--- src/rtl/iter_div_unit_pkg.sv ---
// Shared types for the iterative divider: FSM state encoding and divide-by-zero quotient fill.
package iter_div_unit_pkg;

    typedef enum logic [1:0] {
        IDLE  = 2'd0,
        CALC  = 2'd1,
        FIXUP = 2'd2,
        DONE  = 2'd3
    } divState_e;

    // Every quotient bit takes this value when the divisor is zero.
    localparam logic DIV_ZERO_QUO_BIT = 1'b1;

endpackage

--- src/rtl/iter_div_unit_if.sv ---
// Issue/result bundle between the execute stage, hazard unit and the iterative divider.
interface iter_div_unit_if #(parameter int WIDTH = 32);

    logic             start_e;
    logic             is_signed_e;
    logic [WIDTH-1:0] dividend_e;
    logic [WIDTH-1:0] divisor_e;
    logic             flush;
    logic             mf_read_d;
    logic             busy;
    logic             done;
    logic [WIDTH-1:0] div_hi;
    logic [WIDTH-1:0] div_lo;
    logic             div_by_zero;
    logic             stall_req;

    modport master (
        output start_e, is_signed_e, dividend_e, divisor_e, flush, mf_read_d,
        input  busy, done, div_hi, div_lo, div_by_zero, stall_req
    );

    modport slave (
        input  start_e, is_signed_e, dividend_e, divisor_e, flush, mf_read_d,
        output busy, done, div_hi, div_lo, div_by_zero, stall_req
    );

endinterface

--- src/rtl/iter_div_unit_step.sv ---
// One restoring-division iteration: shift next dividend bit into the remainder, trial subtract.
module iter_div_unit_step #(
    parameter int WIDTH = 32
) (
    input  logic [WIDTH-1:0] remIn,
    input  logic [WIDTH-1:0] quoIn,
    input  logic [WIDTH-1:0] divisor,
    output logic [WIDTH-1:0] remOut,
    output logic [WIDTH-1:0] quoOut
);

    logic [WIDTH:0] trial;
    logic [WIDTH:0] diff;
    logic           fits;

    // remIn < divisor always holds, so trial < 2*divisor and the borrow bit alone decides.
    assign trial  = {remIn, quoIn[WIDTH-1]};
    assign diff   = trial - {1'b0, divisor};
    assign fits   = ~diff[WIDTH];
    assign remOut = fits ? diff[WIDTH-1:0] : trial[WIDTH-1:0];
    assign quoOut = {quoIn[WIDTH-2:0], fits};

endmodule

--- src/rtl/iter_div_unit.sv ---
// Multi-cycle DIV/DIVU unit beside EX: one quotient bit per cycle, sign fixup, HI/LO result regs.
module iter_div_unit
    import iter_div_unit_pkg::*;
#(
    parameter int WIDTH = 32
) (
    input logic           clock,
    input logic           reset,
    iter_div_unit_if.slave bus
);

    localparam int CNT_W = $clog2(WIDTH) + 1;

    divState_e        state, nextState;
    logic             accept;
    logic [WIDTH-1:0] remReg, quoReg, divisorReg;
    logic [WIDTH-1:0] stepRem, stepQuo;
    logic [WIDTH-1:0] absDividend, absDivisor;
    logic [WIDTH-1:0] divHiReg, divLoReg;
    logic             divByZeroReg;
    logic             negQuo, negRem, opZero;
    logic             dividendNeg, divisorNeg, divisorZero;
    logic [CNT_W-1:0] cnt;

    assign dividendNeg = bus.is_signed_e & bus.dividend_e[WIDTH-1];
    assign divisorNeg  = bus.is_signed_e & bus.divisor_e[WIDTH-1];
    assign divisorZero = (bus.divisor_e == '0);
    assign absDividend = dividendNeg ? -bus.dividend_e : bus.dividend_e;
    assign absDivisor  = divisorNeg ? -bus.divisor_e : bus.divisor_e;

    iter_div_unit_step #(.WIDTH(WIDTH)) uStep (
        .remIn   (remReg),
        .quoIn   (quoReg),
        .divisor (divisorReg),
        .remOut  (stepRem),
        .quoOut  (stepQuo)
    );

    always_ff @(posedge clock or posedge reset) begin
        if (reset) state <= IDLE;
        else       state <= nextState;
    end

    always_comb begin
        nextState = state;
        accept    = 1'b0;
        case (state)
            IDLE, DONE: begin
                nextState = IDLE;
                if (bus.start_e) begin
                    accept    = 1'b1;
                    nextState = divisorZero ? FIXUP : CALC;
                end
            end
            CALC:    if (cnt == CNT_W'(1)) nextState = FIXUP;
            FIXUP:   nextState = DONE;
            default: nextState = IDLE;
        endcase
        if (bus.flush) begin
            nextState = IDLE;
            accept    = 1'b0;
        end
    end

    always_ff @(posedge clock or posedge reset) begin
        if (reset) begin
            remReg       <= '0;
            quoReg       <= '0;
            divisorReg   <= '0;
            negQuo       <= 1'b0;
            negRem       <= 1'b0;
            opZero       <= 1'b0;
            cnt          <= '0;
            divHiReg     <= '0;
            divLoReg     <= '0;
            divByZeroReg <= 1'b0;
        end else if (accept) begin
            remReg       <= '0;
            // A zero divisor keeps the raw dividend here so it can be returned as the remainder.
            quoReg       <= divisorZero ? bus.dividend_e : absDividend;
            divisorReg   <= absDivisor;
            negQuo       <= dividendNeg ^ divisorNeg;
            negRem       <= dividendNeg;
            opZero       <= divisorZero;
            cnt          <= CNT_W'(WIDTH);
            divByZeroReg <= 1'b0;
        end else if (!bus.flush && state == CALC) begin
            remReg <= stepRem;
            quoReg <= stepQuo;
            cnt    <= cnt - CNT_W'(1);
        end else if (!bus.flush && state == FIXUP) begin
            if (opZero) begin
                divLoReg     <= {WIDTH{DIV_ZERO_QUO_BIT}};
                divHiReg     <= quoReg;
                divByZeroReg <= 1'b1;
            end else begin
                divLoReg     <= negQuo ? -quoReg : quoReg;
                divHiReg     <= negRem ? -remReg : remReg;
                divByZeroReg <= 1'b0;
            end
        end
    end

    assign bus.busy        = (state == CALC) || (state == FIXUP);
    assign bus.done        = (state == DONE);
    assign bus.div_hi      = divHiReg;
    assign bus.div_lo      = divLoReg;
    assign bus.div_by_zero = divByZeroReg;
    assign bus.stall_req   = bus.mf_read_d & (bus.busy | bus.start_e);

endmodule

--- src/flat_wrapper.sv ---
// flat-port wrapper written by rule: the top's interface ports become plain ports
module iter_div_unit_flat import iter_div_unit_pkg::*;
#(
    parameter int WIDTH = 32
)
  (clock, reset, bus_start_e, bus_is_signed_e, bus_dividend_e, bus_divisor_e, bus_flush, bus_mf_read_d, bus_busy, bus_done, bus_div_hi, bus_div_lo, bus_div_by_zero, bus_stall_req);
  iter_div_unit_if #(.WIDTH(WIDTH)) bus_i ();
  input logic clock;
  input logic reset;
  input wire logic [$bits(bus_i.start_e)-1:0] bus_start_e;
  input wire logic [$bits(bus_i.is_signed_e)-1:0] bus_is_signed_e;
  input wire logic [$bits(bus_i.dividend_e)-1:0] bus_dividend_e;
  input wire logic [$bits(bus_i.divisor_e)-1:0] bus_divisor_e;
  input wire logic [$bits(bus_i.flush)-1:0] bus_flush;
  input wire logic [$bits(bus_i.mf_read_d)-1:0] bus_mf_read_d;
  output wire logic [$bits(bus_i.busy)-1:0] bus_busy;
  output wire logic [$bits(bus_i.done)-1:0] bus_done;
  output wire logic [$bits(bus_i.div_hi)-1:0] bus_div_hi;
  output wire logic [$bits(bus_i.div_lo)-1:0] bus_div_lo;
  output wire logic [$bits(bus_i.div_by_zero)-1:0] bus_div_by_zero;
  output wire logic [$bits(bus_i.stall_req)-1:0] bus_stall_req;
  assign bus_i.start_e = bus_start_e;
  assign bus_i.is_signed_e = bus_is_signed_e;
  assign bus_i.dividend_e = bus_dividend_e;
  assign bus_i.divisor_e = bus_divisor_e;
  assign bus_i.flush = bus_flush;
  assign bus_i.mf_read_d = bus_mf_read_d;
  assign bus_busy = bus_i.busy;
  assign bus_done = bus_i.done;
  assign bus_div_hi = bus_i.div_hi;
  assign bus_div_lo = bus_i.div_lo;
  assign bus_div_by_zero = bus_i.div_by_zero;
  assign bus_stall_req = bus_i.stall_req;
  iter_div_unit #(.WIDTH(WIDTH)) u_core (.clock(clock), .reset(reset), .bus(bus_i));
endmodule
--- config.mk ---
export PLATFORM = sky130hd
export DESIGN_NAME = iter_div_unit_flat
export DESIGN_NICKNAME = d
export VERILOG_FILES = /design/src/rtl/iter_div_unit_pkg.sv /design/src/rtl/iter_div_unit_if.sv /design/src/rtl/iter_div_unit_step.sv /design/src/rtl/iter_div_unit.sv /design/src/flat_wrapper.sv
export SDC_FILE = /design/constraint.sdc
export NUM_CORES = 1
export LEC_CHECK = 0
export ABC_CLOCK_PERIOD_IN_PS = 6900
export BUFFER_PORTS_ARGS = -buffer_cell sky130_fd_sc_hd__buf_2
export CAP_MARGIN = 20
export CORE_ASPECT_RATIO = 1.4
export CORE_MARGIN = 2
export CORE_UTILIZATION = 50
export CTS_BUF_LIST = sky130_fd_sc_hd__clkbuf_8 sky130_fd_sc_hd__clkbuf_16
export CTS_CLUSTER_SIZE = 10
export DETAILED_ROUTE_END_ITERATION = 6
export GPL_TIMING_DRIVEN = 0
export PLACE_DENSITY_LB_ADDON = 0.15
export SLEW_MARGIN = 20
export SYNTH_ARGS = -nofsm -noshare
export SYNTH_HDL_FRONTEND = slang
export SYNTH_SLANG_ARGS = --single-unit
--- constraint.sdc ---
create_clock -name clock -period 6.9 [get_ports clock]
set_clock_uncertainty 0.2 [all_clocks]
set_input_delay 0.345 -clock clock [delete_from_list [all_inputs] [get_ports clock]]
set_output_delay 0.345 -clock clock [all_outputs]
set_load 0.01 [all_outputs]
* Yosys cells after proc, flatten, opt, wreduce, memory -nomap -nowiden
Cells that the tools add are included.
Widths: inputs -> output; s select.
** Operators by class
- Add/subtract/negate cells :: 6
- Bitwise operators :: 8
- Reduce and logical (&&, ||, !) cells :: 11
- Eq/ne operators :: 6
- Multiplexer cells :: 26
** Operators with widths (number)
- $mux 32 :: 12
- $neg 32->32 :: 4
- $sub 33x32->33 :: 1
- $logic_not 32->1 :: 1
- $mux 6 :: 2
- $mux 2 :: 4
- $mux 1 :: 7
- $eq 6x1->1 const B :: 1
- $pmux 2 s3 :: 1
- $sub 6x1->6 const B :: 1
- $eq 2x2->1 const B :: 2
- $reduce_bool 2->1 :: 2
- $and 1x1->1 :: 3
- $ne 3x2->1 const B :: 1
- $not 1->1 :: 3
- $reduce_and 3->1 :: 1
- $eq 2x1->1 const B :: 1
- $logic_and 1x1->1 :: 2
- $logic_not 2->1 :: 1
- $ne 2x1->1 const B :: 1
- $reduce_and 2->1 :: 1
- $reduce_or 2->1 :: 1
- $logic_not 1->1 :: 1
- $logic_or 1x1->1 :: 1
- 2 further kinds :: 2
** Storage, ports and cells
- Register bits :: 172
- Word-level logic and storage cells :: 68

* Longest topological paths before layout
- Word-level depth :: 6
- Gate-level depth with buffers :: 14
- Depth with buffers taken out :: 12

* Hierarchy
Synthesis repeated with hierarchy kept, for this count alone.
** Second synthesis, totals
- Cell total of the unflattened synthesis :: 1361
- Area total of the unflattened synthesis :: 11974.0 µm²
** Modules (own cells, without submodules)
- iter_div_unit :: cells an instance 1024, area each 9375.2 µm², instances 1
- iter_div_unit_step :: cells an instance 337, area each 2598.7 µm², instances 1

* Least setup slack after synthesis
No wires, ideal clock.
- Kind :: register to register
- Start :: register u_core.remReg[16]
- End :: register u_core.remReg[13]
- Path slack :: 3.625 ns
- Period minus slack after synthesis :: 3.275 ns
- Arrival :: 3.006 ns
- Path buffers :: 1
- Stages on the path, launching flop included :: 12
- Cells stage by stage :: dfrtp_1 -> ha_1 -> a21o_1 -> a21oi_1 -> o22ai_1 -> a2111oi_1 -> a31oi_1 -> or3_1 -> and4_1 -> buf_6 -> or4_1 -> nand3_1
** Between the ends
- Longest elaborated chain between the ends :: 4
** RTL lines
- start, declared :: line iter_div_unit.sv:16 : logic [WIDTH-1:0] remReg, quoReg, divisorReg;
- start signal, assigned :: line iter_div_unit.sv:88 : remReg <= stepRem;
- $sub 33x32->33 :: line iter_div_unit_step.sv:18 : assign diff = trial - {1'b0, divisor};
- $mux 32 :: line iter_div_unit_step.sv:20 : assign remOut = fits ? diff[WIDTH-1:0] : trial[WIDTH-1:0];
- $mux 32 :: line iter_div_unit.sv:87 : end else if (!bus.flush && state == CALC) begin
- $mux 32 :: line iter_div_unit.sv:77 : end else if (accept) begin
Every way passes these cells. The select of a mux whose other input is x is not followed.
A chain may end at the register's enable or synchronous reset.

* Worst setup path in the final report
- Start :: register u_core.quoReg[31]
- End :: register u_core.remReg[0]
** Between the ends
- Longest elaborated chain between the ends :: 4
** RTL lines
- start, declared :: line iter_div_unit.sv:16
- start signal, assigned :: line iter_div_unit.sv:80 : quoReg <= divisorZero ? bus.dividend_e : absDividend;
- start signal, assigned :: line iter_div_unit.sv:89 : quoReg <= stepQuo;
- $sub 33x32->33 :: line iter_div_unit_step.sv:18
- $mux 32 (*) :: line iter_div_unit_step.sv:20
- $mux 32 (*) :: line iter_div_unit.sv:87
- $mux 32 (*) :: line iter_div_unit.sv:77
Mark *: on every way between the ends. The rest lies on a longest branch, timed or not. The select of a mux whose other input is x is not followed.

==> metrics.txt <==
outcome=completed; final core utilization=58.6%; fraction of the yosys area taken by sequential cells=between 30% and 40%; initial core utilization=between 50% and 60%; proportion of total power due to net switching=42.1%; via count of the first global-routing pass=10,566; weighted congestion at the end of routability-driven global placement=between 0.9 and 1; First-pass DRT Iterations=5; routed metal-1 wire length=around 14 mm; count of antenna-violating nets left after detailed routing=0; Slew Limit Fails=0; transition time at the pin with the least slew margin=~1.2 ns; mean instance size in the synthesized netlist=approximately 8 um2; CTS tree=built; number of CTS-inserted buffers=17; aggregate negative setup slack=0 ns; Finish-stage setup viols=0; Final Hold Slack=roughly 0.0020 ns; global-route usage over all layers=between 20% and 30%; sw power=~2 mW; total number of nets in the final design=roughly 1,700; First DRT Iteration DRCs=approximately 680; Crit Path Class=reg2reg; worst min-delay path startpoint=bus_divisor_e[30]; class of the most critical hold timing path=in2reg; synthesis-stage register bit count=around 170; FILL cells=roughly 2,200; initial antenna violation count=0; final period utilization=between 50% and 60%; leakage power=approximately 6 nW; Power Internal=around 2.7 mW; number of H-tree branching levels=4; crit path launch=u_core.quoReg[31]; RSZ-0062 raised after global routing=false; met2 routed wirelength=about 17 mm; summed instance area of the synthesized netlist=around 0.012 mm2; Die H=about 180 um; post-cts repair resize count=0; count of warnings emitted by yosys=0; master of the slowest instance on the critical path=sky130_fd_sc_hd__dfrtp_1; average vias per placed instance=roughly 5.9; combinational power share=44.4%; Unique masters post-synth=between 60 and 70; type of destination of the critical path=flip-flop; most instantiated flip-flop cell in the synthesis netlist=sky130_fd_sc_hd__dfrtp_1; R2R Path Start=u_core.quoReg[31]; Worst-Skew Late Latency=roughly 0.45 ns; final routed DRC violation total=0; Port Buffer Count=about 140; cell at the root of the clock tree=sky130_fd_sc_hd__clkbuf_16; share of synthesized registers carrying an async set or reset=between 90% and 100%; top-level I/O count=138; global-route wire length before repair=54.4 mm; Max-Cap Viols=0; share of cells above drive strength 1=approximately an eighth; relative slew slack=21.9%; maximum number of pins on one net before global-route repair=~100; Routed wire per std cell=~18 um; clock sinks=between 150 and 200; required time reported for the critical path endpoint=7.03 ns; kind of start point of the critical path=flip-flop; number of placement rows=65; DIE WIDTH=around 130 um; residual overflow from global routing=0; area of the die=0.0243 mm2; kind of cell with the highest combined delay on the critical path=compound AO/OA/AOI/OAI gates; peak per-stage delay on the critical path=0.50 ns; clk buf depth=2; WP data arrival=4.25 ns; critical path fanouts, max=10; area delta synth->final=14.9%; number of enable-type register cells in the synthesized netlist=0; count of endpoints failing hold in the final timing report=0; power density over the cells=358 mW/mm2; power share of the sequential group=between 30% and 40%; total half-perimeter wirelength after legalization and detailed placement=26.7 mm; relative contribution of the clock network to total power=around a fifth; highest metal layer with signal wires=met4; post-route total power=about 4.7 mW; met3 wirelength from detailed routing=roughly 1.7 mm; total vias in the final route=about 11,000; upper clock frequency limit=approximately 240 MHz; cell breakdown of the critical path=inv_1 > ha_1 > fa_1 > nand2b_1 > a21oi_1 > o31a_1 > o2111ai_1 > a31oi_1 > or3_1 > and4_1 > buf_6 > clkbuf_1 > nand3_1 > o311ai_0; min Tclk post-route=approximately 4 ns; net count of the mapped netlist=1,520; Worst VDD drop=203 uV; Total Wirelength=roughly 34 mm; Post-Syn Instances=approximately 1,400; clock-pin slew of the registers on the worst-case setup and hold paths=about 0.060 ns; number of antenna diodes=0; number of buffer and inverter instances along the worst setup path=3; placeable core area=between 0.02 and 0.025 mm2
[power by group through the flow]
stage               clock network (mW)  logic, mW  registers [mW]
global route                      1.01       2.36            1.72
finish                           0.957       2.10            1.68
global placement                     0       2.04            1.68
detailed placement                   0       2.09            1.69
floorplan                            0       1.40            1.69
CTS                              0.966       2.10            1.67
[cells in the final DEF (no fill, tap or decap), types with 4 or more instances in the layout]
cell / synthesis / layout
sky130_fd_sc_hd__nand2_1: 171 / 171
sky130_fd_sc_hd__o22a_1: 4 / 4
sky130_fd_sc_hd__inv_1: 58 / 60
sky130_fd_sc_hd__a21oi_1: 100 / 100
sky130_fd_sc_hd__or2_2: 5 / 5
sky130_fd_sc_hd__nand3_1: 79 / 79
sky130_fd_sc_hd__clkbuf_16: 0 / 17
sky130_fd_sc_hd__o21ai_0: 146 / 146
sky130_fd_sc_hd__nand2b_1: 19 / 19
sky130_fd_sc_hd__dlygate4sd3_1: 0 / 4
sky130_fd_sc_hd__o211ai_1: 8 / 8
sky130_fd_sc_hd__a21o_1: 11 / 11
sky130_fd_sc_hd__nor2b_1: 5 / 5
sky130_fd_sc_hd__nand4_1: 5 / 5
sky130_fd_sc_hd__o31ai_1: 29 / 29
sky130_fd_sc_hd__nor3_1: 20 / 20
sky130_fd_sc_hd__dfrtp_1: 172 / 172
sky130_fd_sc_hd__o41ai_1: 21 / 21
sky130_fd_sc_hd__buf_2: 3 / 140
sky130_fd_sc_hd__o21a_1: 10 / 10
sky130_fd_sc_hd__or4_1: 14 / 14
sky130_fd_sc_hd__nor2_1: 121 / 120
sky130_fd_sc_hd__and3_1: 9 / 9
sky130_fd_sc_hd__nor4_1: 14 / 14
sky130_fd_sc_hd__clkbuf_1: 76 / 76
sky130_fd_sc_hd__a31oi_1: 15 / 15
sky130_fd_sc_hd__xor2_1: 80 / 80
sky130_fd_sc_hd__buf_1: 5 / 5
sky130_fd_sc_hd__ha_1: 41 / 41
sky130_fd_sc_hd__or3_1: 5 / 5
sky130_fd_sc_hd__a32oi_1: 11 / 11
sky130_fd_sc_hd__a22oi_1: 29 / 29
sky130_fd_sc_hd__and2_1: 7 / 7
sky130_fd_sc_hd__mux2i_1: 5 / 5
sky130_fd_sc_hd__xnor2_1: 62 / 62
[sequential cells by signal, summed over array words and instances, names as in the netlist]
name	cells
u_core.bus.div_by_zero	1
u_core.bus.div_hi	32
u_core.bus.div_lo	32
u_core.cnt	6
u_core.divisorReg	32
u_core.negQuo	1
u_core.negRem	1
u_core.opZero	1
u_core.quoReg	32
u_core.remReg	32
u_core.state	2
[layer usage]
layer  vias to the layer above  global-route usage, %
met5                         -                      0
met4                         0                   13.6
met3                        85                   3.83
met2                       399                   51.4
met1                      5208                   32.8
li1                       5332                      -
[Yosys cell counts, drive strengths merged, types with 16 or more instances]
cell type | count | area [um2]
dfrtp | 172 | 4300
nand2 | 171 | 642
o21ai | 147 | 736
nor2 | 121 | 454
a21oi | 101 | 509
xor2 | 80 | 701
nand3 | 79 | 395
clkbuf | 76 | 285
xnor2 | 62 | 543
inv | 58 | 218
ha | 41 | 513
a22oi | 29 | 218
o31ai | 29 | 218
o41ai | 21 | 184
nor3 | 20 | 100
nand2b | 19 | 119
nor4 | 16 | 113
[tightest hold or removal path: cells and delay by family]
| kind | cells | cell delay, ns |
|---|---|---|
| xor gates and xnor gates | 1 | 0.10 |
| buffers and inverters | 1 | 0.09 |
| AOI/OAI and AO/OA | 1 | 0.06 |
[layout make-up]
cell class | count | area (um2) | share of cell area, %
repair buffers | 142 | 753 | 5.69
flip-flops and latches | 172 | 4300 | 32.5
plain buffers | 86 | 342 | 2.58
inverters | 58 | 225 | 1.70
clock buffers | 19 | 453 | 3.42
clock inverters | 13 | 126 | 0.954
well taps | 301 | 377 | 2.84
multi-input cells | 1092 | 6660 | 50.3
[worst paths after layout]
check                                         to  slack [ns]  cells past startpoint
max                             u_core.remReg[0]        2.78                     14
min                        u_core.divisorReg[30]       0.002                      3
max reg2reg                     u_core.remReg[0]        2.78                     14
min reg2reg                 u_core.bus.div_lo[0]        0.27                      2
max in group asynchronous       u_core.remReg[5]        5.33                      4
min in group asynchronous  u_core.bus.div_lo[28]        0.28                      3
[logic make-up after synthesis]
logic type	count (synthesis)	share of synthesized area [%]
adders and majority gates	42	4.63
buffers and inverters	144	4.85
DFF	172	37.4
xor gates and xnor gates	142	10.8
muxes	5	0.434
AOI/OAI and AO/OA	418	22.6
and+or+nand+nor	485	19.4
[metrics by stage]
step | instances | setup slack, ns | instance area (um2)
floorplan | 1408 | 1.69 | 11500
global placement | 1846 | -0.238 | 12600
detailed placement | 1847 | 2.82 | 12600
CTS | 1883 | 2.78 | 13200
global route | 1883 | 2.54 | 13200
finish | 1883 | 2.78 | 13200
[what timing repair did]
item | in CTS | in global routing
setup buffers | 0 | 0
endpoints found under the hold margin | 78 | 0
hold buffers | 4 | 0
Power figures use the tool's default switching activity.
